[config.mk]
export PLATFORM = sky130hd
export DESIGN_NAME = fifo_rd_scheduler
export DESIGN_NICKNAME = d
export VERILOG_FILES = /design/src/rtl/fifo_sched_pkg.sv /design/src/rtl/fifo_rd_scheduler_rr_arbiter.sv /design/src/rtl/fifo_rd_scheduler.sv
export SDC_FILE = /design/constraint.sdc
export NUM_CORES = 1
export LEC_CHECK = 0
export ABC_CLOCK_PERIOD_IN_PS = 2520
export BUFFER_PORTS_ARGS = -buffer_cell sky130_fd_sc_hd__buf_2
export CORE_UTILIZATION = 45
export CTS_BUF_LIST = sky130_fd_sc_hd__clkbuf_8
export DETAILED_ROUTE_END_ITERATION = 10
export GPL_TIMING_DRIVEN = 0
export PLACE_DENSITY = 0.77
export SYNTH_ARGS = -nofsm -noshare
export SYNTH_HDL_FRONTEND = slang
export SYNTH_SLANG_ARGS = --single-unit
[constraint.sdc]
create_clock -name clk -period 2.52 [get_ports clk]
set_input_delay 0.252 -clock clk [delete_from_list [all_inputs] [get_ports clk]]
set_output_delay 0.252 -clock clk [all_outputs]
set_load 0.1 [all_outputs]
[src/rtl/fifo_sched_pkg.sv]
// Shared types, constants and helpers for the FIFO read scheduler.
// The optional burst mode is enabled by defining FIFO_SCHED_BURST_EN.
package fifo_sched_pkg;

    localparam int MAX_PORTS  = 16;
    localparam int OBUF_DEPTH = 2;

    typedef logic [3:0] port_idx_t;

    function automatic port_idx_t onehot2idx(input logic [MAX_PORTS-1:0] oh);
        port_idx_t idx;
        idx = '0;
        for (int i = 0; i < MAX_PORTS; i++) begin
            if (oh[i]) idx = idx | port_idx_t'(i);
        end
        return idx;
    endfunction

endpackage

[src/rtl/fifo_rd_scheduler_rr_arbiter.sv]
// Round-robin arbiter: the search starts at ptr; advance moves ptr past the winner,
// stay parks ptr on the winner so it keeps priority.
module rr_arbiter
    import fifo_sched_pkg::*;
#(
    parameter int NUM_PORTS = 4,
    localparam int PW = (NUM_PORTS > 1) ? $clog2(NUM_PORTS) : 1
) (
    input  logic                 clk,
    input  logic                 rst_n,
    input  logic [NUM_PORTS-1:0] req,
    input  logic                 advance,
    input  logic                 stay,
    output logic [NUM_PORTS-1:0] grant,
    output logic [PW-1:0]        grant_idx
);

    logic [PW-1:0]        ptr;
    logic [PW:0]          sum;
    logic [PW-1:0]        idx;
    logic                 found;
    logic [MAX_PORTS-1:0] grant_wide;
    port_idx_t            idx_full;

    always_comb begin
        grant = '0;
        found = 1'b0;
        sum   = '0;
        idx   = '0;
        for (int k = 0; k < NUM_PORTS; k++) begin
            sum = {1'b0, ptr} + (PW+1)'(k);
            if (sum >= (PW+1)'(NUM_PORTS)) sum = sum - (PW+1)'(NUM_PORTS);
            idx = sum[PW-1:0];
            if (!found && req[idx]) begin
                grant[idx] = 1'b1;
                found      = 1'b1;
            end
        end
    end

    always_comb begin
        grant_wide                  = '0;
        grant_wide[NUM_PORTS-1:0]   = grant;
        idx_full                    = onehot2idx(grant_wide);
        grant_idx                   = idx_full[PW-1:0];
    end

    always_ff @(posedge clk) begin
        if (!rst_n) begin
            ptr <= '0;
        end else if (advance) begin
            ptr <= (grant_idx == PW'(NUM_PORTS-1)) ? '0 : grant_idx + PW'(1);
        end else if (stay) begin
            ptr <= grant_idx;
        end
    end

endmodule

[src/rtl/fifo_rd_scheduler.sv]
// Drains NUM_PORTS registered-read FIFOs round-robin into a 2-entry tagged output buffer.
// Define FIFO_SCHED_BURST_EN to let a port keep the grant for up to BURST_LEN reads.
module fifo_rd_scheduler
    import fifo_sched_pkg::*;
#(
    parameter int NUM_PORTS  = 4,
    parameter int DATA_WIDTH = 8,
    parameter int BURST_LEN  = 4,
    localparam int PW = (NUM_PORTS > 1) ? $clog2(NUM_PORTS) : 1
) (
    input  logic                            clk,
    input  logic                            rst_n,
    input  logic [NUM_PORTS*DATA_WIDTH-1:0] fifo_dout,
    input  logic [NUM_PORTS-1:0]            fifo_empty,
    output logic [NUM_PORTS-1:0]            fifo_rd_en,
    output logic [DATA_WIDTH-1:0]           out_data,
    output logic [PW-1:0]                   out_port,
    output logic                            out_valid,
    input  logic                            out_ready
);

    logic [NUM_PORTS-1:0]  req;
    logic [NUM_PORTS-1:0]  grant;
    logic [PW-1:0]         grant_idx;
    logic                  pop;
    logic                  room;
    logic                  issue;
    logic                  advance;
    logic                  stay;
    logic [2:0]            occ;
    logic [1:0]            buf_cnt;
    logic                  inflight;
    logic [PW-1:0]         inflight_port;
    logic [DATA_WIDTH-1:0] cap_data;
    logic [DATA_WIDTH-1:0] buf_data [OBUF_DEPTH];
    logic [PW-1:0]         buf_port [OBUF_DEPTH];

    assign req       = ~fifo_empty;
    assign out_valid = (buf_cnt != 2'd0);
    assign out_data  = buf_data[0];
    assign out_port  = buf_port[0];
    assign pop       = out_valid & out_ready;

    // Words already buffered plus the one arriving, minus the one leaving, must leave a slot.
    assign occ   = {1'b0, buf_cnt} + {2'b00, inflight} - {2'b00, pop};
    assign room  = (occ < 3'd2);
    assign issue = rst_n & room & (|req);

    assign fifo_rd_en = issue ? grant : '0;
    assign cap_data   = fifo_dout[inflight_port*DATA_WIDTH +: DATA_WIDTH];

    rr_arbiter #(.NUM_PORTS(NUM_PORTS)) u_arb (
        .clk       (clk),
        .rst_n     (rst_n),
        .req       (req),
        .advance   (advance),
        .stay      (stay),
        .grant     (grant),
        .grant_idx (grant_idx)
    );

`ifdef FIFO_SCHED_BURST_EN
    localparam int BW = $clog2(BURST_LEN + 1);

    logic [BW-1:0] burst_cnt;
    logic [BW-1:0] burst_cnt_nxt;
    logic [PW-1:0] burst_port;
    logic          burst_end;

    // A burst restarts whenever the winner differs from the port being served.
    always_comb begin
        burst_cnt_nxt = BW'(1);
        if (burst_cnt != '0 && grant_idx == burst_port) burst_cnt_nxt = burst_cnt + BW'(1);
        burst_end = (burst_cnt_nxt == BW'(BURST_LEN));
        advance   = issue & burst_end;
        stay      = issue & ~burst_end;
    end

    always_ff @(posedge clk) begin
        if (!rst_n) begin
            burst_cnt  <= '0;
            burst_port <= '0;
        end else if (issue) begin
            burst_cnt  <= burst_end ? '0 : burst_cnt_nxt;
            burst_port <= grant_idx;
        end
    end
`else
    assign advance = issue;
    assign stay    = 1'b0;
`endif

    always_ff @(posedge clk) begin
        if (!rst_n) begin
            buf_cnt       <= 2'd0;
            inflight      <= 1'b0;
            inflight_port <= '0;
            buf_data[0]   <= '0;
            buf_data[1]   <= '0;
            buf_port[0]   <= '0;
            buf_port[1]   <= '0;
        end else begin
            inflight <= issue;
            if (issue) inflight_port <= grant_idx;

            case ({inflight, pop})
                2'b11: begin
                    if (buf_cnt == 2'd2) begin
                        buf_data[0] <= buf_data[1];
                        buf_port[0] <= buf_port[1];
                        buf_data[1] <= cap_data;
                        buf_port[1] <= inflight_port;
                    end else begin
                        buf_data[0] <= cap_data;
                        buf_port[0] <= inflight_port;
                    end
                end
                2'b01: begin
                    buf_data[0] <= buf_data[1];
                    buf_port[0] <= buf_port[1];
                    buf_cnt     <= buf_cnt - 2'd1;
                end
                2'b10: begin
                    if (buf_cnt == 2'd0) begin
                        buf_data[0] <= cap_data;
                        buf_port[0] <= inflight_port;
                    end else begin
                        buf_data[1] <= cap_data;
                        buf_port[1] <= inflight_port;
                    end
                    buf_cnt <= buf_cnt + 2'd1;
                end
                default: ;
            endcase
        end
    end

endmodule
# Word-level counts from Yosys, hierarchy flattened
# Memories as Yosys holds them, arrays and structs flattened.
# Index checks and enable logic that the tools add are counted.
# totals
mem_bits_rw	20
out_inout_bits	15
in_bits	39
ff_bits	7
n_memories	2
wordCells	135
# memory_table
memory	words	word_bits	rd	rd_clocked_by_memory_dff	wr	line	rtl
buf_data	2	8	2	0	2	fifo_rd_scheduler.sv:35	logic [DATA_WIDTH-1:0] buf_data [OBUF_DEPTH];
buf_port	2	2	2	0	2	fifo_rd_scheduler.sv:36	logic [PW-1:0] buf_port [OBUF_DEPTH];
# op_classes
shifts	1
n_lt_le_gt_ge	13
muxes	65
n_eq_ne	5
reduce_logical	14
n_addsub	12
n_bitwise	19
# op_table
cell	count
$mux 8	6
$mux 1	32
$shiftx 32x6->8	1
$mux 2	13
$mux 4	5
$lt 2x3->1 const B	4
$or 1x1->1	12
$or 4x4->4	3
$sub 2x1->2 const B	5
$ge 3x3->1 const B	3
$bmux 1 s2	4
$demux 1 s2	4
$eq 2x2->1 const B	4
$ge 2x1->1 const B	4
$logic_and 1x1->1	7
$add 2x2->3 const B	2
$add 2x1->2 const B	2
$not 4->4	1
$pmux 2 s2	1
$reduce_bool 2->1	2
$reduce_or 4->1	1
$add 2x1->3	1
$add 2x1->3 const B	1
$and 1x1->1	3
other kinds (6)	8

# Longest topological paths before layout
# Gate-level depths: netlist (run 1).
# depth
ltp_word	19
mapped_depth	11
ltp_nobuf	10

# Hierarchy
# Synthesis (run 1) repeated with hierarchy kept, for this count alone.
# hier_totals
cells_unflattened	187
area_unflattened_um2	2103.3
# by_module_without_submodules
mod	area_each_um2	seq_area_each_um2	cells_per_inst	n_inst
fifo_rd_scheduler	1481.4	700.7	118	1
rr_arbiter	621.8	40.0	69	1

# Least setup slack after synthesis (run 1)
# No wires, ideal clock.
# synth_timing
kind	reg2out
start	reg buf_cnt[0]
end	out fifo_rd_en[0]
n_path_buf	1
required_time_ns	2.268
t_arrival_ns	3.976
stages_incl_launch_ff	10
setup_slack_ns	-1.708
path_cell_list	dfxtp_1 -> clkbuf_1 -> or2_2 -> and2_1 -> ha_1 -> nand2b_1 -> fa_1 -> xnor2_1 -> nand4_1 -> a21oi_1
# synth_via
elab_chain_cells	7
elab_cells_between_ends	8
classes_between	2 x add/sub; 1 x order compare; 1 x mux; 3 x bitwise; 1 x reduce/logical
# synth_rtl
element	line	rtl
from (decl)	fifo_rd_scheduler.sv:31	logic [1:0] buf_cnt;
from (signal assigned)	fifo_rd_scheduler.sv:121	buf_cnt <= buf_cnt - 2'd1;
from (signal assigned)	fifo_rd_scheduler.sv:131	buf_cnt <= buf_cnt + 2'd1;
$reduce_bool 2->1	fifo_rd_scheduler.sv:39	assign out_valid = (buf_cnt != 2'd0);
via out_valid	fifo_rd_scheduler.sv:18	output logic out_valid,
$and 1x1->1	fifo_rd_scheduler.sv:42	assign pop = out_valid & out_ready;
$sub 3x1->3	fifo_rd_scheduler.sv:45	assign occ = {1'b0, buf_cnt} + {2'b00, inflight} - {2'b00, pop};
$lt 3x2->1	fifo_rd_scheduler.sv:46	assign room = (occ < 3'd2);
$and 1x1->1 (2 in a row)	fifo_rd_scheduler.sv:47	assign issue = rst_n & room & (|req);
$mux 4	fifo_rd_scheduler.sv:49	assign fifo_rd_en = issue ? grant : '0;
to (decl)	fifo_rd_scheduler.sv:15	output logic [NUM_PORTS-1:0] fifo_rd_en,
# The timed path passes the listed nets, and every way through them passes these cells.

# Worst setup path after layout (run 1)
# layout_timing
start	reg buf_cnt[1]
end	out fifo_rd_en[0]
# layout_via
elab_chain_cells	7
elab_cells_between_ends	8
classes_between	2 x add/sub; 1 x order compare; 1 x mux; 3 x bitwise; 1 x reduce/logical
# layout_rtl
element	line
branches (longest 2 deep; another with $add 2x1->3)	n/a
$sub 3x1->3 (*)	fifo_rd_scheduler.sv:45
$lt 3x2->1 (*)	fifo_rd_scheduler.sv:46
$and 1x1->1 (*) (2 in a row)	fifo_rd_scheduler.sv:47
$mux 4 (*)	fifo_rd_scheduler.sv:49
# Every way passes the cells marked *.

==> results of run 1 <==
==> what timing repair did <==
action	in CTS	in global routing
pin swaps	8	10
resized for setup	44	6
cloned	0	0
endpoints found under the setup margin	9	18
buffers inserted	18	4
==> synthesized netlist by cell type (all sizes together) (2+ instances only) <==
library cell,count,area (µm²)
clkbuf,4,15.0
a221oi,2,41.3
nand4,4,25.0
dfxtp,7,140
and3,3,18.8
a21boi,3,22.5
a31oi,2,12.5
or2,2,12.5
buf,16,126
inv,12,45.0
nor2,7,26.3
nand3b,2,15.0
mux4,12,270
o2111ai,2,17.5
o21ai,9,45.0
nor3b,5,37.5
nor2b,8,50.1
nand2b,4,25.0
ha,9,113
o21a,2,15.0
a22o,10,87.6
a21oi,3,15.0
nand2,8,30.0
edfxtp,20,601
==> flip-flops by register name, indices dropped and copies added (netlist names) <==
signal and cells:
buf_data 16, buf_port 4, buf_cnt 2, inflight_port 2
u_arb.ptr 2, inflight 1
==> layout make-up <==
| type | count | area [µm²] | area share (%) |
|---|---|---|---|
| Timing Repair Buffer | 72 | 490 | 18.1 |
| Clock inverter | 1 | 7.51 | 0.278 |
| Clock buffer | 3 | 41.3 | 1.53 |
| Buffer | 18 | 141 | 5.23 |
| Sequential cell | 27 | 756 | 28.0 |
| Tap cell | 50 | 62.6 | 2.31 |
| Inverter | 12 | 55.1 | 2.04 |
| Multi-Input combinational cell | 111 | 1150 | 42.5 |
==> metrics by stage <==
stage          instances  TNS, ns  setup WS, ns
5_1_grt              294    -1.42        -0.310
3_3_place_gp         270    -4.15        -0.637
3_5_place_dp         270    -4.26        -0.659
2_1_floorplan        170    -3.65        -0.669
6_report             294   -0.971        -0.246
4_1_cts              291   -0.948        -0.245
==> critical path, delay by kind of cell (launching register included) <==
kind / cells / cell delay [ns]
adder cells (fa/ha/maj): 2 / 0.73
AND/OR/NAND/NOR: 4 / 0.65
buffers and inverters: 2 / 0.36
flip-flops: 1 / 0.35
AO/OA/AOI/OAI: 1 / 0.13
==> worst max-delay path by stage <==
stage | from | end | slack [ns] | cells after the start
finish | buf_cnt[1] | fifo_rd_en[0] | -0.25 | 9
global route | buf_cnt[1] | fifo_rd_en[0] | -0.31 | 9
CTS | buf_cnt[1] | fifo_rd_en[0] | -0.24 | 9
detailed placement | buf_cnt[0] | fifo_rd_en[0] | -0.66 | 9
global placement | buf_cnt[0] | fifo_rd_en[0] | -0.64 | 9
floorplan | buf_cnt[0] | fifo_rd_en[0] | -0.67 | 8
==> layer usage <==
| metal | GRT usage [%] | part of all wire, % | vias to the layer above |
|---|---|---|---|
| met3 | 4.56 | 4.7 | 6 |
| met5 | 0 | 0 | - |
| met2 | 37.0 | 53 | 54 |
| met1 | 27.0 | 41 | 796 |
| met4 | 4.26 | 0.78 | 0 |
| li1 | - | - | 782 |
==> logic make-up (layout without fill, tap and decap cells) <==
logic type / count (synthesis) / in the layout / share of synthesized area [%]
compound gates: 39 / 39 / 16.1
xor+xnor: 2 / 2 / 0.907
fa+ha+maj: 10 / 10 / 6.87
buf+inv: 32 / 106 / 9.66
flops: 27 / 27 / 38.4
mux: 12 / 12 / 14.0
simple gates: 48 / 48 / 14.1
==> impl_metrics.py, run 1 <==
metrics = {
    "status": {
        "outcome": "finished with violations",
        "violations": "negative setup slack",
    },
    "floorplanning": {
        "fp.dieH_um": 67.5,
        "ios": 54,
        "start_util_pct": 47.6,
        "die-width_um": 67.5,
        "num_rows": 23,
        "floorplan.core_area_um2": 4060,
        "design.die.area_um2": 4560,
    },
    "run": {
        "maxCapViolCount": 0,
    },
    "timing": {
        "max_slew.worst_pin.slew_ns": 0.743,
        "worst_clock_skew_ns": 0.00167,
        "unrepaired_setup_endpoints_after_global_routing": "yes",
        "finalHoldViolCount": 0,
        "slew-limit-headroom_pct": 50.2,
        "clock.fmax_mhz": 362,
        "hold_ws_ns": 0.494,
        "timing.final.crit_share_pct": 110,
        "min_period_ns": 2.77,
        "report.final.slew_viol_count": 0,
        "total_of_endpoints_with_negative_setup_slack_in_the_final_report": 5,
        "final.setup.worst_slack_ns": -0.246,
    },
    "worst_setup_path": {
        "end_kind": "output port",
        "reg2reg_slack_ns": -0.07,
        "worst_reg2reg_endpoint": "u_arb.ptr[1]",
        "critical_path.max_fanout": 6,
        "cp_slowest_stage_delay_ns": 0.52,
        "slowest_stage": "fa_2",
        "criticalPathCategory": "flop to output port",
        "reg2regPathDepth": 12,
        "cp_cell_sequence": "or2_4 > and2_4 > ha_4 > nand2b_4 > fa_2 > nand4_1 > buf_6 > a21oi_4 > buf_12",
        "crit_required_ns": 2.27,
        "worstPathArrival_ns": 2.51,
        "worstReg2RegStart": "u_arb.ptr[0]",
        "worst_setup_path_start_kind": "flop",
    },
    "logic_synthesis": {
        "seq_area_frac_synth_pct": 38.4,
        "netlist-cell-type-count": 44,
        "synth-seq-cells": 27,
        "count_of_flip_flops_with_a_built_in_enable_after_synthesis": 20,
        "syn_area_per_cell_um2": 11.4,
        "synth_flop_cell": "edfxtp_1",
        "postSynth.asyncResetShare_pct": 0,
        "post_synth_inst_count": 170,
        "summed_instance_area_of_the_synthesized_netlist_um2": 1930,
        "syn-num-nets": 219,
        "yosys_warnings": 0,
    },
    "routing": {
        "via_density_per_instance": 5.57,
        "number_of_violations_reported_at_the_end_of_detailed_routing_iteration_0": 70,
        "drc_violations_left": 0,
        "postRouteAntennaNets": 0,
        "drt-pass1-iter-count": 4,
        "dr_total_vias": 1638,
        "route.final.wire_length_mm": 4.62,
        "drt-wirelength-per-cell_um": 15.7,
    },
    "final_layout": {
        "fill_cells": 292,
        "postLayoutCellArea_um2": 2700,
        "utilization_pct": 66.6,
        "flow.area_growth_from_synthesis_pct": 40.1,
        "layout_commonest_cell": "buf_2",
        "most-common-layout-cells": "buf_2, buf_4, edfxtp_1",
        "finish.net_count": 294,
        "drive_gt1_share_pct": 54.1,
        "antennaDiodeCount": 0,
    },
    "worst_hold_path": {
        "hold_path.class": "input pin to flop",
        "min_to": "buf_data[0][0]",
        "timing.hold.worst_path_depth": 3,
        "holdCritStartpoint": "fifo_dout[16]",
    },
    "grt": {
        "grt_remaining_overflow": 0,
        "grt_max_degree": 17,
        "number_of_antenna_violations_at_the_first_check_in_global_routing": 0,
        "first_global_vias": 1548,
        "grt_usage_pct": 21.3,
        "grt_first_pass_wirelength_mm": 7.25,
    },
    "place": {
        "place.port_buffers": 50,
        "gp_routability_congestion": 0.821,
        "place.detailed.hpwl_mm": 3.00,
        "postPlaceCellArea_um2": 2330,
    },
    "clock_network": {
        "clock_insertion_delay_worst_skew_ns": 0.28,
        "clock_tree.root_cell": "clkbuf_8",
        "tritoncts": "yes",
        "clock_tree.htree_level_count": 1,
        "numClockSinks": 27,
        "cts_inserted_buffers": 3,
        "cts_buffer_depth": 2,
        "postCtsHoldBufs": 0,
        "cts.reportedPaths.clkPinSlew_ns": 0.09,
    },
}
Power of run 1 is left out: the tool's default activity adds up to more than one toggle a clock period on the data nets, which glitch-free logic cannot reach.
==> run 2, diff against run 1 <==
--- a/config.mk
+++ b/config.mk
@@ -9,5 +9,4 @@
 export BUFFER_PORTS_ARGS = -buffer_cell sky130_fd_sc_hd__buf_2
 export CORE_UTILIZATION = 45
-export CTS_BUF_LIST = sky130_fd_sc_hd__clkbuf_8
 export DETAILED_ROUTE_END_ITERATION = 10
 export GPL_TIMING_DRIVEN = 0
==> constraint.sdc (replaced) <==
create_clock -name clk -period 2.52 [get_ports clk]
set_input_delay 0.252 -clock clk [delete_from_list [all_inputs] [get_ports clk]]
set_output_delay 0.252 -clock clk [all_outputs]
set_load 0.005 [all_outputs]
==> run 2 against run 1 <==
The flow still finishes with violations (negative setup slack). Routed wire length decreased by 9.7%. Via count down 5.0%. Die area unchanged. Non-clock buffer count fell by 7. Worst hold slack about the same.
==> impl_metrics.py, run 2 (same netlist as run 1, synthesis figures left out) <==
metrics = {
    "worst_hold_path": {
        "hold_path.class": "input pin to flop",
    },
    "timing": {
        "report.final.slew_viol_count": 0,
        "total_of_endpoints_with_negative_setup_slack_in_the_final_report": 4,
        "timing.final.crit_share_pct": 104,
        "slew-limit-headroom_pct": 46.6,
        "finalHoldViolCount": 0,
        "final.setup.worst_slack_ns": -0.0958,
        "worst_clock_skew_ns": 0.00344,
        "unrepaired_setup_endpoints_after_global_routing": "yes",
        "max_slew.worst_pin.slew_ns": 0.796,
        "min_period_ns": 2.62,
        "clock.fmax_mhz": 382,
    },
    "clock_network": {
        "clock_tree.htree_level_count": 1,
        "cts.reportedPaths.clkPinSlew_ns": 0.09,
        "tritoncts": "yes",
        "cts_inserted_buffers": 3,
        "clock_insertion_delay_worst_skew_ns": 0.27,
        "cts_buffer_depth": 2,
        "numClockSinks": 27,
        "clock_tree.root_cell": "clkbuf_8",
    },
    "final_layout": {
        "drive_gt1_share_pct": 51.5,
        "multiInputGateArea_um2": 1120,
        "postLayoutCellArea_um2": 2540,
        "fill_cells": 335,
        "finish.net_count": 287,
        "layout_commonest_cell": "buf_2",
        "most-common-layout-cells": "buf_2, buf_4, edfxtp_1",
        "antennaDiodeCount": 0,
        "seq_area_um2": 756,
        "max_flop_register": "buf_data",
        "reg_top3": "buf_data: 16 flops, buf_port: 4 flops",
        "flow.area_growth_from_synthesis_pct": 31.4,
        "largest_register_ff_count": 16,
    },
    "pwr": {
        "cellPowerDensity_nw_per_um2": 1170,
        "leak_nw": 1.07,
        "peakVddDrop_mv": 0.648,
    },
    "worst_setup_path": {
        "crit_required_ns": 2.27,
        "worstPathArrival_ns": 2.36,
        "critical_path.max_fanout": 7,
        "criticalPathCategory": "flop to output port",
        "reg2reg_slack_ns": 0.07,
        "worst_setup_path_start_kind": "flop",
        "critical_path.startpoint": "buf_cnt[1]",
        "worst_reg2reg_endpoint": "u_arb.ptr[1]",
        "critPathCapture": "fifo_rd_en[0]",
        "worstReg2RegStart": "u_arb.ptr[0]",
        "end_kind": "output port",
        "reg2regPathDepth": 10,
    },
    "floorplanning": {
        "fp.dieH_um": 67.5,
        "floorplan.core_area_um2": 4060,
        "die-width_um": 67.5,
        "num_rows": 23,
        "ios": 54,
        "design.die.area_um2": 4560,
        "start_util_pct": 47.6,
    },
    "grt": {
        "grt_first_pass_wirelength_mm": 6.27,
        "grt_max_degree": 17,
        "number_of_antenna_violations_at_the_first_check_in_global_routing": 0,
        "grt_remaining_overflow": 0,
        "grt_usage_pct": 18.4,
        "first_global_vias": 1301,
    },
    "run": {
        "maxCapViolCount": 0,
    },
    "place": {
        "place.port_buffers": 50,
        "place.detailed.hpwl_mm": 2.93,
        "gp_routability_congestion": 0.843,
        "postPlaceCellArea_um2": 2260,
        "placement.setup.worst_slack_ns": -0.355,
    },
    "routing": {
        "route.final.wire_length_mm": 4.17,
        "drt-pass1-iter-count": 4,
        "via_density_per_instance": 5.42,
        "dr_total_vias": 1556,
        "drc_violations_left": 0,
        "drt-wirelength-per-cell_um": 14.5,
        "postRouteAntennaNets": 0,
        "number_of_violations_reported_at_the_end_of_detailed_routing_iteration_0": 89,
    },
    "status": {
        "outcome": "finished with violations",
        "violations": "negative setup slack",
    },
}
-- run 2: area by class of cell --
type	count	share of cell area, %
Timing Repair Buffer	66	14.9
Clock buffer	3	1.63
Inverter	12	1.87
Clock inverter	1	0.296
Sequential cell	27	29.8
Buffer	17	4.98
Tap cell	50	2.47
Multi-Input combinational cell	111	44.1
-- run 2: timing repair --
item | 4_1_cts | 5_1_grt
setup buffers | 11 | 5
resized for setup | 19 | 10
pin swaps | 7 | 8
setup endpoints to repair | 29 | 16
hold buffers | 0 | 0
-- run 2: how the worst min path moves through the flow --
stage                     from        endpoint  slack, ns  cells after the start
4_1_cts           fifo_dout[2]  buf_data[0][2]       0.49                      3
6_report          fifo_dout[2]  buf_data[0][2]       0.49                      3
2_1_floorplan   buf_port[0][2]  buf_port[0][0]       0.51                      1
5_1_grt           fifo_dout[2]  buf_data[0][2]       0.51                      3
3_3_place_gp   buf_data[0][13]  buf_data[0][5]       0.52                      1
3_5_place_dp    buf_data[0][8]  buf_data[0][0]       0.53                      1
-- run 2: metrics by stage --
| step | TNS [ns] | utilization [%] | power [mW] | cells | hold WS, ns |
|---|---|---|---|---|---|
| after floorplan | -0.116 | - | 1.90 | 170 | 0.512 |
| after global placement | -2.55 | 55.8 | 2.24 | 270 | 0.525 |
| after detailed placement | -4.94 | 55.8 | 2.27 | 270 | 0.530 |
| after CTS | -0.230 | 60.7 | 2.77 | 283 | 0.489 |
| after global routing | -0.717 | 62.5 | 3.18 | 287 | 0.506 |
| final | -0.333 | 62.5 | 2.96 | 287 | 0.494 |
-- run 2: power by group --
group | internal (mW) | switching, mW | total [mW]
clock network | 0.112 | 0.136 | 0.248
registers | 0.696 | 0.0625 | 0.758
logic | 1.03 | 0.927 | 1.95
-- run 2: critical path: stages, from the launching register on --
cell      delay (ns)
dfxtp_4         0.35
or2_4           0.25
and2_4          0.15
ha_4            0.21
nand2b_4        0.14
fa_2            0.52
nand4_1         0.11
buf_6           0.15
a21oi_2         0.09
buf_2           0.11
-- run 2: metal layers --
metal	up-vias	global-route usage (%)	share of wire [%]
met2	32	29.6	52
met3	4	4.22	3.2
met5	-	0	0
met1	751	25.6	45
met4	0	3.19	0.55
li1	769	-	-
(Power assumes the default switching activity.)
